### src/rtl/cpuy_pkg.sv
// cpuy_pkg: shared fetch-stage state encoding and opcode constants.
package cpuy_pkg;
    typedef enum logic [2:0] {ST_FETCH, ST_OPCODE, ST_ARG, ST_ISSUE, ST_HALT} fetch_state_e;
    localparam int LONG_OP_BIT = 7;
    localparam logic [7:0] HALT_OPCODE = 8'hFF;
    localparam logic [7:0] OPERAND_NONE = 8'h00;
endpackage

### src/rtl/fetch_unit.sv
// fetch_unit: fetches 1/2-byte instructions from synchronous program memory for the decoder.
// Define FETCH_HALT_EN to make opcode 0xFF a one-byte HALT that stops fetch until reset.
module fetch_unit
    import cpuy_pkg::*;
#(
    parameter int PC_WIDTH = 8,
    parameter logic [PC_WIDTH-1:0] RESET_PC = '0
) (
    input  logic                clk,
    input  logic                rst_n,
    output logic [PC_WIDTH-1:0] pm_addr,
    output logic                pm_rd,
    input  logic [7:0]          pm_rdata,
    output logic [7:0]          opcode,
    output logic [7:0]          operand,
    output logic [PC_WIDTH-1:0] instr_pc,
    output logic                instr_valid,
    input  logic                instr_ready,
    input  logic                redirect_valid,
    input  logic [PC_WIDTH-1:0] redirect_pc,
    output logic                halted
);
    fetch_state_e state_q, state_d;
    logic [PC_WIDTH-1:0] pc_q, pc_d, instr_pc_q, instr_pc_d;
    logic [7:0] opcode_q, opcode_d, operand_q, operand_d;
    logic is_long, is_halt_op;

`ifdef FETCH_HALT_EN
    assign is_halt_op = opcode_q == HALT_OPCODE;
    assign is_long = pm_rdata[LONG_OP_BIT] && pm_rdata != HALT_OPCODE;
    assign halted = state_q == ST_HALT;
`else
    assign is_halt_op = 1'b0;
    assign is_long = pm_rdata[LONG_OP_BIT];
    assign halted = 1'b0;
`endif

    always_comb begin
        state_d = state_q;
        pc_d = pc_q;
        opcode_d = opcode_q;
        operand_d = operand_q;
        instr_pc_d = instr_pc_q;
        case (state_q)
            ST_FETCH: state_d = ST_OPCODE;
            ST_OPCODE: begin
                opcode_d = pm_rdata;
                operand_d = OPERAND_NONE;
                instr_pc_d = pc_q;
                pc_d = pc_q + 1'b1;
                state_d = is_long ? ST_ARG : ST_ISSUE;
            end
            ST_ARG: begin
                operand_d = pm_rdata;
                pc_d = pc_q + 1'b1;
                state_d = ST_ISSUE;
            end
            ST_ISSUE: begin
                // a halt handshake swallows any redirect so the halt is final
                if (instr_ready) begin
                    state_d = is_halt_op ? ST_HALT : ST_FETCH;
                    pc_d = (redirect_valid && !is_halt_op) ? redirect_pc : pc_q;
                end
            end
            default: state_d = state_q;
        endcase
    end

    always_ff @(posedge clk or negedge rst_n) begin
        if (!rst_n) begin
            state_q <= ST_FETCH;
            pc_q <= RESET_PC;
            opcode_q <= OPERAND_NONE;
            operand_q <= OPERAND_NONE;
            instr_pc_q <= RESET_PC;
        end else begin
            state_q <= state_d;
            pc_q <= pc_d;
            opcode_q <= opcode_d;
            operand_q <= operand_d;
            instr_pc_q <= instr_pc_d;
        end
    end

    // reads must stay quiet while reset is held even though the state sits in FETCH
    assign pm_rd = rst_n && (state_q == ST_FETCH || (state_q == ST_OPCODE && is_long));
    assign pm_addr = state_q == ST_OPCODE ? pc_q + 1'b1 : pc_q;
    assign opcode = opcode_q;
    assign operand = operand_q;
    assign instr_pc = instr_pc_q;
    assign instr_valid = state_q == ST_ISSUE;
endmodule

### config.mk
export PLATFORM = sky130hd
export DESIGN_NAME = fetch_unit
export DESIGN_NICKNAME = d
export VERILOG_FILES = /design/src/rtl/cpuy_pkg.sv /design/src/rtl/fetch_unit.sv
export SDC_FILE = /design/constraint.sdc
export NUM_CORES = 1
export LEC_CHECK = 0
export CELL_PAD_IN_SITES_DETAIL_PLACEMENT = 0
export CELL_PAD_IN_SITES_GLOBAL_PLACEMENT = 1
export CORE_MARGIN = 4
export CORE_UTILIZATION = 32
export DETAILED_ROUTE_END_ITERATION = 6
export GPL_TIMING_DRIVEN = 0
export PLACE_DENSITY = 0.87
export SKIP_LAST_GASP = 1
export SYNTH_ARGS = -nofsm -noshare
export SYNTH_HDL_FRONTEND = slang
export SYNTH_SLANG_ARGS = --single-unit
### constraint.sdc
create_clock -name clk -period 1.7 [get_ports clk]
set_clock_uncertainty 0.15 [all_clocks]
set_input_delay 0.51 -clock clk [delete_from_list [all_inputs] [get_ports clk]]
set_output_delay 0.51 -clock clk [all_outputs]
set_load 0.005 [all_outputs]
# After elaboration in Yosys (flattened, before gate mapping)
# Cells that the tools add are included.
[classes]
muxes = 8
n_addsub = 1
n_reduce_logical = 10
eq_ne = 5
[ops]
columns = ["cell", "n"]
rows = [
  ["one-hot mux 8 bit (2 select lines)", 2],
  ["2-to-1 mux 8 bit", 3],
  ["one-hot mux 3 bit (4 select lines)", 1],
  ["adder 8 x 1 -> 8 bit (second input constant)", 1],
  ["equality test 3 x 2 -> 1 bit (second input constant)", 2],
  ["inequality test 2 x 1 -> 1 bit (second input constant)", 2],
  ["nonzero test 2 bit", 2],
  ["nonzero test 4 bit", 1],
  ["equality test 3 x 1 -> 1 bit (second input constant)", 1],
  ["zero test 3 bit", 1],
  ["2-to-1 mux 3 bit", 1],
  ["AND reduction 3 bit", 1],
  ["logical AND 1 bit", 2],
  ["AND reduction 2 bit", 1],
  ["OR reduction 2 bit", 1],
  ["logical OR 1 bit", 1],
  ["2-to-1 mux 1 bit", 1],
]
[word_totals]
inputBits = 20
ff_bits = 35

# Depth between registers and ports, before layout
# Gate-level depths: netlist of run 1.
[depth]
depth_word = 4
ltp_mapped = 6
ltp_nobuf = 5

# Worst setup path after synthesis of run 1
# Ideal clock, no wire load.
[synth_path]
kind = "register to register"
start = "reg state_q[0]"
end = "reg state_q[1]"
n_path_buf = 1
t_arrival_ns = 1.601
required_time_ns = 1.422
stages_incl_launch_ff = 7
setup_time_ns = 0.128
setup_slack_ns = -0.179
period_less_slack_ns = 1.879
cell_sequence = "dfrtp_1 > inv_1 > ha_1 > buf_6 > or3_4 > o21ai_1 > mux2_1"
[synth_between]
elab_chain_len = 3
[synth_lines]
columns = ["item", "line", "rtl"]
rows = [
  ["start, declared", "fetch_unit.sv:23", "fetch_state_e state_q, state_d;"],
  ["start signal, assigned", "fetch_unit.sv:77", "state_q <= state_d;"],
  ["equality test 3 x 2 -> 1 bit (tied with other cells)", "fetch_unit.sv:44", "case (state_q)"],
  ["inequality test 2 x 1 -> 1 bit (no line) / nonzero test 4 bit (equally long branches)", "--", ""],
  ["AND reduction 2 bit (no line)", "--", ""],
]
# Parallel ways exist; a longest one is shown, timed or not.
# A chain may end at the register's enable or synchronous reset.

# Final worst setup path of run 1
[layout_path]
start = "reg state_q[1]"
end = "out pm_addr[7]"
[layout_between]
elab_chain_len = 2
[layout_lines]
columns = ["item", "line", "rtl"]
rows = [
  ["equality test 3 x 1 -> 1 bit", "fetch_unit.sv:87", "assign pm_addr = state_q == ST_OPCODE ? pc_q + 1'b1 : pc_q;"],
  ["2-to-1 mux 8 bit", "fetch_unit.sv:87", ""],
  ["end, declared", "fetch_unit.sv:11", "output logic [PC_WIDTH-1:0] pm_addr,"],
]
# No other way between the ends.

==> results_dict.tcl, run 1 <==
set metrics [dict create \
    vias 1702 \
    numCtsBuffers 5 \
    timing.final.max_slew_violations 0 \
    worst-path-max-fanout 3 \
    finalCriticalPeriod_ps 2341 \
    core_mm2 0.005238 \
    rr_startpoint "state_q[0]$_DFFE_PN0P_" \
    avgSynthCellArea_um2 10.75 \
    cts_hold_buf 0 \
    num_rows 26 \
    crit_buf_inv 3 \
    crit_path_start_kind "flip-flop" \
    cellPowerDensity_mw_per_mm2 2242 \
    maxCapViolations 0 \
    crit_type "reg -> out" \
    synthesis.area_mm2 0.001774 \
    drt_first_iter_violations 77 \
    n_antenna_cell 0 \
    gp_congestion 0.7617 \
    antenna_found_initial 0 \
    worst-r2r-cell-count 8 \
    port_buffers 53 \
    dieArea_mm2 0.006800 \
    finalHoldViolations 0 \
    post-route-period-util 1.377 \
    ys_warn_count 0 \
    avgViaCountPerCell 5.081 \
    die_h_um 82.46 \
    rsz0062_at_grt "yes" \
    crit_chain "inv_4 > ha_4 > nand4_1 > buf_4 > nor3_4 > xor2_1 > buf_2" \
    reg2reg_slack_ps -530 \
    clock_sinks 34 \
    slowest_delay_ps 440 \
    wirelength_mm 5.725 \
    crit_end "pm_addr[7]" \
    start_util 0.3387 \
    die_x_um 82.46 \
    final_util 0.5965 \
    insertion_delay_ps 290 \
    slowest_stage "dfrtp_2" \
    critPathCaptureType "output pin" \
    yosysSeqAreaShare 0.4795 \
    critPathArrivalTime_ps 1680 \
    wl_per_cell_um 17.09 \
    status "complete, but fails checks" \
    grt_first_pass_wirelength_mm 9.039 \
    worst_slack_ps -641.1 \
    pin_count 55 \
    cts_max_level 2 \
    cellLeakagePower_nw 1.397 \
    synth_seq_cells 34 \
    drive_gt1_frac 0.4943 \
    grt_util_all_layers 0.1819 \
    syn_nets 191 \
    violations "setup timing" \
    setup_tns_ps -9847 \
    clk_pin_slew_ps 60 \
    timing.rr.end "state_q[1]$_DFFE_PN0P_" \
    cts_root_buffer "clkbuf_8" \
    crit_path_start "state_q[1]$_DFFE_PN0P_" \
    place_hpwl_mm 3.344 \
    final_cell_mix "dfrtp_1, dlygate4sd2_1, buf_4" \
    cts_tree "built" \
    crit_family "flip-flops" \
    vdd_drop_max_uv 1206 \
    syn_inst 165 \
    required_ps 1040 \
    layout.nets 290 \
    area_growth_pct 76.09 \
    n_fill_cell 414 \
    path_depth 7 \
    grt_max_degree 36 \
    final_common_cell "dfrtp_1" \
    grt_pass1_vias 1797 \
    first_pass_iters 4 \
    antenna_left 0 \
    synth_cell_types 41 \
    setup_violations 28 \
    timing.fmax_mhz 427.1 \
    worstHoldPathType "in -> async" \
    grt.overflow.total 0 \
    drc 0 \
    cts_buffer_depth 2 \
]
==> Yosys cell counts (all sizes together) <==
master  count  area (um^2)
dfrtp      34        850.8
mux2       18        202.7
inv        13        48.80
nand3      11        55.05
o21ai      11        55.05
buf        10        63.81
nand2       7        26.28
ha          6        75.07
xnor2       5        43.79
a21oi       4        20.02
nand4       4        31.28
nor3        4        20.02
nand2b      3        18.77
o22ai       3        18.77
a22o        2        17.52
a22oi       2        15.01
a311oi      2        17.52
a31oi       2        12.51
and3        2        12.51
mux2i       2        20.02
nor2        2        7.510
nor2b       2        12.51
or2b        2        15.01
or3         2        17.52
xor2        2        17.52
a21boi      1        7.510
and4b       1        10.01
clkbuf      1        3.750
conb        1        3.750
o2bb2a      1        10.01
o311a       1        10.01
o311ai      1        8.760
o31a        1        10.01
o31ai       1        7.510
or4         1        7.510
==> flip-flops by register name (all words and copies together) (netlist names) <==
register  cells
operand       8
pc_q          8
instr_pc      8
state_q       2
opcode        8
==> per-layer routing <==
layer	global-route usage	vias up	wire length [um]
li1	-	792	-
met2	0.3245	47	3030
met4	0.05980	0	80
met1	0.2187	858	2335
met3	0.03362	5	279
met5	0	-	0
==> worst register-to-register path, stage by stage, from the launching register on <==
cell	delay, ps
dfrtp_2	440
buf_4	140
buf_6	110
buf_6	120
ha_4	180
buf_6	120
or3_4	370
o21ai_2	160
mux2_4	320
==> report_power, final <==
part,switching [W],internal (W),total (W)
logic,0.00212,0.00278,0.00490
registers,0.000253,0.00122,0.00148
clock network,0.000303,0.000325,0.000629
==> layout make-up <==
type	count	area, um^2	share of cell area
Buffer	10	106.4	0.03404
Clock buffer	6	82.58	0.02643
Clock inverter	2	12.51	0.004005
Inverter	13	60.06	0.01922
Multi-Input combinational cell	107	1065	0.3408
Sequential cell	34	854.6	0.2735
Tap cell	70	87.58	0.02803
Timing Repair Buffer	93	855.8	0.2739
==> worst min-delay path by stage <==
| stage | start | end | depth (start not counted) |
|---|---|---|---|
| CTS | rst_n | pc_q[5]$_DFFE_PN0P_ | 1 |
| global placement | opcode[6]$_DFFE_PN0N_ | opcode[6]$_DFFE_PN0N_ | 1 |
| finish | rst_n | instr_pc[5]$_DFFE_PN0N_ | 1 |
| detailed placement | instr_pc[0]$_DFFE_PN0N_ | instr_pc[0]$_DFFE_PN0N_ | 1 |
| global route | rst_n | state_q[0]$_DFFE_PN0P_ | 1 |
| floorplan | rst_n | instr_pc[0]$_DFFE_PN0N_ | 0 |
==> repair_timing <==
action / CTS / global route
cloned: 1 / 0
pin swaps: 28 / 14
endpoints found under the setup margin: 51 / 33
setup buffers: 34 / 7
resized for setup: 130 / 23
==> logic make-up (layout without fill, tap and decap cells) <==
kind of cell,after synthesis,count (layout),synth area share
AO/OA/AOI/OAI,32,32,0.1185
XOR/XNOR,7,7,0.03456
adder cells (fa/ha/maj),6,6,0.04231
buffers and inverters,24,124,0.06558
flip-flops,34,34,0.4796
multiplexers,20,20,0.1255
other,1,1,0.002114
AND/OR/NAND/NOR,41,41,0.1319
==> metrics by stage <==
stage	cells	power (W)	cell area, um^2	worst slack (ps)	hold WS, ps
after floorplan	165	0.003322	1849	-118.1	64.41
after global placement	288	0.004623	2467	-1890	340.1
after detailed placement	288	0.004686	2462	-847.9	344.7
after CTS	330	0.006536	2993	-677.9	23.70
after global routing	335	0.007425	3124	-763.1	47.41
final	335	0.007004	3124	-641.1	16.83
Power figures use the tool's default switching activity.
==> run 2: changes to the inputs <==
- REMOVE_ABC_BUFFERS: not set -> 1
==> run 2 against run 1 <==
The run still ends with setup timing left. Clock-buffer cell count grew 1. Worst hold slack gained 15 ps. Sequential share of layout area grew 2.1 points. Final cell count shrank 3.6%. Core utilization shrank 4.0 points. Register-to-register slack gained 200 ps. Clock power shrank 9.7%. Sequential power grew 5%. Cell area shrank 6.8%. Flip-flop and latch count is the same. Die area is the same. Maximum frequency grew 0.12%. Largest cell class unchanged.
==> results_dict.tcl, run 2 (synthesis results as in run 1) <==
set metrics [dict create \
    finalHoldViolations 0 \
    num_rows 26 \
    finalCriticalPeriod_ps 2338 \
    grt_pass1_vias 1591 \
    crit_type "reg -> out" \
    core_mm2 0.005238 \
    antenna_left 0 \
    fin_cells 323 \
    path_depth 7 \
    timing.final.max_slew_violations 0 \
    first_pass_iters 4 \
    gp_congestion 0.8307 \
    p_sw_frac 0.3812 \
    pwr-share-clk 0.090 \
    critPathCaptureType "output pin" \
    rr_startpoint "state_q[1]$_DFFE_PN0P_" \
    critPathArrivalTime_ps 1680 \
    place_area_mm2 0.002320 \
    wl_per_cell_um 16.37 \
    timing.rr.end "state_q[1]$_DFFE_PN0P_" \
    cellLeakagePower_nw 1.288 \
    cts_buffer_depth 2 \
    layout.nets 279 \
    drive_gt1_frac 0.4308 \
    n_fill_cell 463 \
    grt_max_degree 36 \
    slowest_stage "dfrtp_1" \
    timing.fmax_mhz 427.7 \
    insertion_delay_ps 280 \
    switching_power_w 0.002392 \
    worstHoldPathType "in -> async" \
    avgViaCountPerCell 4.910 \
    maxCapViolations 0 \
    place_ws_ps -1774 \
    final_cell_mix "dfrtp_1, buf_4, dlygate4sd2_1" \
    slowest_delay_ps 400 \
    status "complete, but fails checks" \
    area_growth_pct 64.17 \
    pin_count 55 \
    numCtsBuffers 5 \
    final_common_cell "dfrtp_1" \
    grt_first_pass_wirelength_mm 8.473 \
    crit_path_start "state_q[1]$_DFFE_PN0P_" \
    cts_root_buffer "clkbuf_8" \
    drc 0 \
    cts_hold_buf 0 \
    crit_buf_inv 3 \
    vias 1586 \
    reg2reg_slack_ps -330 \
    worst-path-max-fanout 2 \
    violations "setup timing" \
    n_antenna_cell 0 \
    drt_first_iter_violations 124 \
    crit_path_start_kind "flip-flop" \
    power_frac_seq 0.248 \
    crit_chain "inv_2 > ha_4 > nand4_1 > buf_4 > nor3_4 > xor2_1 > buf_2" \
    grt_util_all_layers 0.1682 \
    start_util 0.3387 \
    worst-r2r-cell-count 7 \
    dp_cells 277 \
    dieArea_mm2 0.006800 \
    worst_slack_ps -638.2 \
    setup_tns_ps -6971 \
    p_int_w 0.003883 \
    post-route-period-util 1.375 \
    required_ps 1040 \
    clk_pin_slew_ps 70 \
    die_x_um 82.46 \
    vdd_drop_max_uv 1269 \
    setup_violations 20 \
    crit_end "pm_addr[7]" \
    wirelength_mm 5.286 \
    grt.overflow.total 0 \
    place_hpwl_mm 2.911 \
    antenna_found_initial 0 \
    crit_family "flip-flops" \
    cellPowerDensity_mw_per_mm2 2154 \
    cts_max_level 2 \
    power_frac_comb 0.662 \
    die_h_um 82.46 \
    cts_tree "built" \
    port_buffers 53 \
    design_area_mm2 0.002913 \
    rsz0062_at_grt "yes" \
    clock_sinks 34 \
]
## run 2: metal layers
| metal | routed length, um | global-route usage |
|---|---|---|
| met3 | 266 | 0.04447 |
| met2 | 2532 | 0.2548 |
| met1 | 2465 | 0.2365 |
| met4 | 23 | 0.04485 |
| met5 | 0 | 0 |
## run 2: metrics by stage
| step | util | total power [W] | hold slack, ps |
|---|---|---|---|
| 6_report | 0.5561 | 0.006275 | 31.37 |
| 2_1_floorplan | - | 0.003015 | 64.41 |
| 4_1_cts | 0.5327 | 0.005878 | 43.10 |
| 3_3_place_gp | 0.4439 | 0.004271 | 339.9 |
| 3_5_place_dp | 0.4429 | 0.004341 | 344.8 |
| 5_1_grt | 0.5561 | 0.006728 | 55.47 |
## run 2: timing repair
action                     in CTS  in global routing
resized for setup             110                 18
setup endpoints to repair      68                 20
pin swaps                      14                 11
setup buffers                  32                  8
## run 2: cell type report
class / instances / area [um^2] / area share
timing repair buffer: 92 / 827.0 / 0.2839
inverter: 13 / 52.55 / 0.01804
multi-input combinational: 107 / 1012 / 0.3475
tap: 70 / 87.58 / 0.03007
clock buffer: 7 / 76.32 / 0.02620
sequential: 34 / 857.1 / 0.2942
## run 2: worst min path at each step
| stage | to | cells after the start |
|---|---|---|
| after floorplan | instr_pc[0]$_DFFE_PN0N_ | 0 |
| final | opcode[3]$_DFFE_PN0N_ | 1 |
| after detailed placement | instr_pc[2]$_DFFE_PN0N_ | 1 |
| after global placement | opcode[1]$_DFFE_PN0N_ | 1 |
| after global routing | opcode[5]$_DFFE_PN0N_ | 1 |
| after CTS | pc_q[4]$_DFFE_PN0P_ | 1 |
## run 2: power by group through the flow
| stage | registers, W | logic (W) | clock network (W) |
|---|---|---|---|
| floorplan | 0.00154 | 0.00148 | 0 |
| global placement | 0.00157 | 0.00271 | 0 |
| detailed placement | 0.00159 | 0.00275 | 0 |
| CTS | 0.00155 | 0.00375 | 0.000580 |
| global route | 0.00162 | 0.00450 | 0.000614 |
| finish | 0.00155 | 0.00415 | 0.000568 |
==> variant, RTL diff (settings of run 1) <==
Add a define of `FETCH_HALT_EN`.
--- a/src/rtl/fetch_unit.sv
+++ b/src/rtl/fetch_unit.sv
@@ -2,2 +2,4 @@
 // Define FETCH_HALT_EN to make opcode 0xFF a one-byte HALT that stops fetch until reset.
+`define FETCH_HALT_EN
+
 module fetch_unit
Behaviour: not the same (Yosys sat finds a counterexample within 4 cycles, from zero or initial values and one cycle with rst_n low).
==> variant against run 1 <==
  * Area after synthesis rose by 4.9%
  * Sequential cell count up 1
  * Setup slack better by 0.048 ns
  * Non-clock buffer count is 24 higher
  * The flow still finishes with violations (negative setup slack)
  * Cell area rose by 7.2%
  * Routed wire length rose by 15%
  * Utilization increased by 0.42 points
Power is left out: it rests on default switching activity, and per cell area and clock period it moved more than threefold.
==> variant: results (changes against run 1) <==
status complete, but fails checks; violated checks negative setup slack; total track usage 17.0% (-1.2 points); synth cell count leaders dfrtp_1, nand2_1, mux2_2, a21oi_1; syn avg cell area 10.3 um^2 (-4.4%); dpl ws -0.992 ns (-0.144 ns); Final #Nets 325 (+12%); Critical R2R Capture pc_q[0]$_DFFE_PN0P_; placed insts 307 (+6.6%); first-pass GRT wire length 9690 um (+7.2%); Synth area leaders dfrtp_1, mux2_2, nand2_1, a21oi_1, nor2b_1; final setup violation count 26 (-7.1%); clock-pin slew on the worst setup and hold paths 0.08 ns (+0.02 ns); Worst Setup Slack, final -0.593 ns (+0.0479 ns); Post-DP Area 2520 um^2 (+2.4%); setup_tns -6.23 ns (+3.62 ns); number of vias per cell 5.19 (+2.2%); sequential fraction of the synthesis area 47.1% (-0.88 points); # fillers 469 (+13%); critical path's slowest cell dfrtp_1; mux cell area share after synthesis 11.4% (-1.1 points); synthesized net count 202 (+5.8%); initial antenna violation count 0 (unchanged); Synth Area in Compound Gates 14.9% (+3.1 points); Initial DRC Count 140 (+82%); Critical path destination pm_addr[3]; crit path from state_q[2]$_DFFE_PN0P_; Worst Path Max Fanout 4 (+1); Synth cell types 40 (-2.4%); I/O Buffers 54 (+1.9%); flop2flop setup slack -0.21 ns (+0.32 ns); Crit path max-delay family buffers and inverters; Post-Synth XOR/XNOR Area 4.24% (+0.78 points); share of cells above drive strength 1 51.1% (+1.7 points); gp weighted congestion 0.834 (+9.5%); non-filler instance count after layout 377 (+13%); area grow syn2layout 80.0%
## variant: changes by cell type in the layout (fill, tap and decap cells not counted), moves of 4 or more
cell,run 1,this run
nand2_2,0,4
nand3_2,5,1
nor2b_1,1,9
xor2_1,1,5
a21oi_1,1,10
o21ai_0,1,9
dlygate4sd2_1,24,32
ha_4,6,1
o21ai_1,6,0
nand2_1,4,15
buf_4,22,48
nand3_1,5,9
clkdlybuf4s50_1,18,9
inv_1,10,1
## variant: timing repair
item,4_1_cts,5_1_grt
setup buffers,49,12
endpoints found under the setup margin,38,21
gates cloned,1,1
pin swaps,16,20
resized for setup,120,42
## variant: worst min-delay path by stage
stage / to / slack, ns / start
after floorplan: instr_pc[0]$_DFFE_PN0N_ / 0.06 / rst_n
after detailed placement: instr_pc[5]$_DFFE_PN0N_ / 0.33 / instr_pc[5]$_DFFE_PN0N_
after global routing: pc_q[3]$_DFFE_PN0P_ / 0.06 / rst_n
after CTS: operand[1]$_DFFE_PN0P_ / 0.04 / rst_n
final: pc_q[7]$_DFFE_PN0P_ / 0.02 / rst_n
after global placement: instr_pc[5]$_DFFE_PN0N_ / 0.32 / instr_pc[5]$_DFFE_PN0N_
## variant: per-layer routing
metal | vias to the layer above | wire, um | track usage (%)
met5 | - | 0 | 0
met4 | 0 | 227 | 5.26
met3 | 21 | 350 | 4.12
met2 | 72 | 3330 | 29.5
met1 | 966 | 2690 | 20.8
li1 | 899 | - | -
## variant: final cells by class
cell class | instances | share of cell area, %
clock buffers | 8 | 2.99
flip-flops and latches | 35 | 26.3
repair buffers | 116 | 29.6
well taps | 72 | 2.69
inverters | 2 | 0.224
multi-input cells | 133 | 34.3
plain buffers | 11 | 3.96
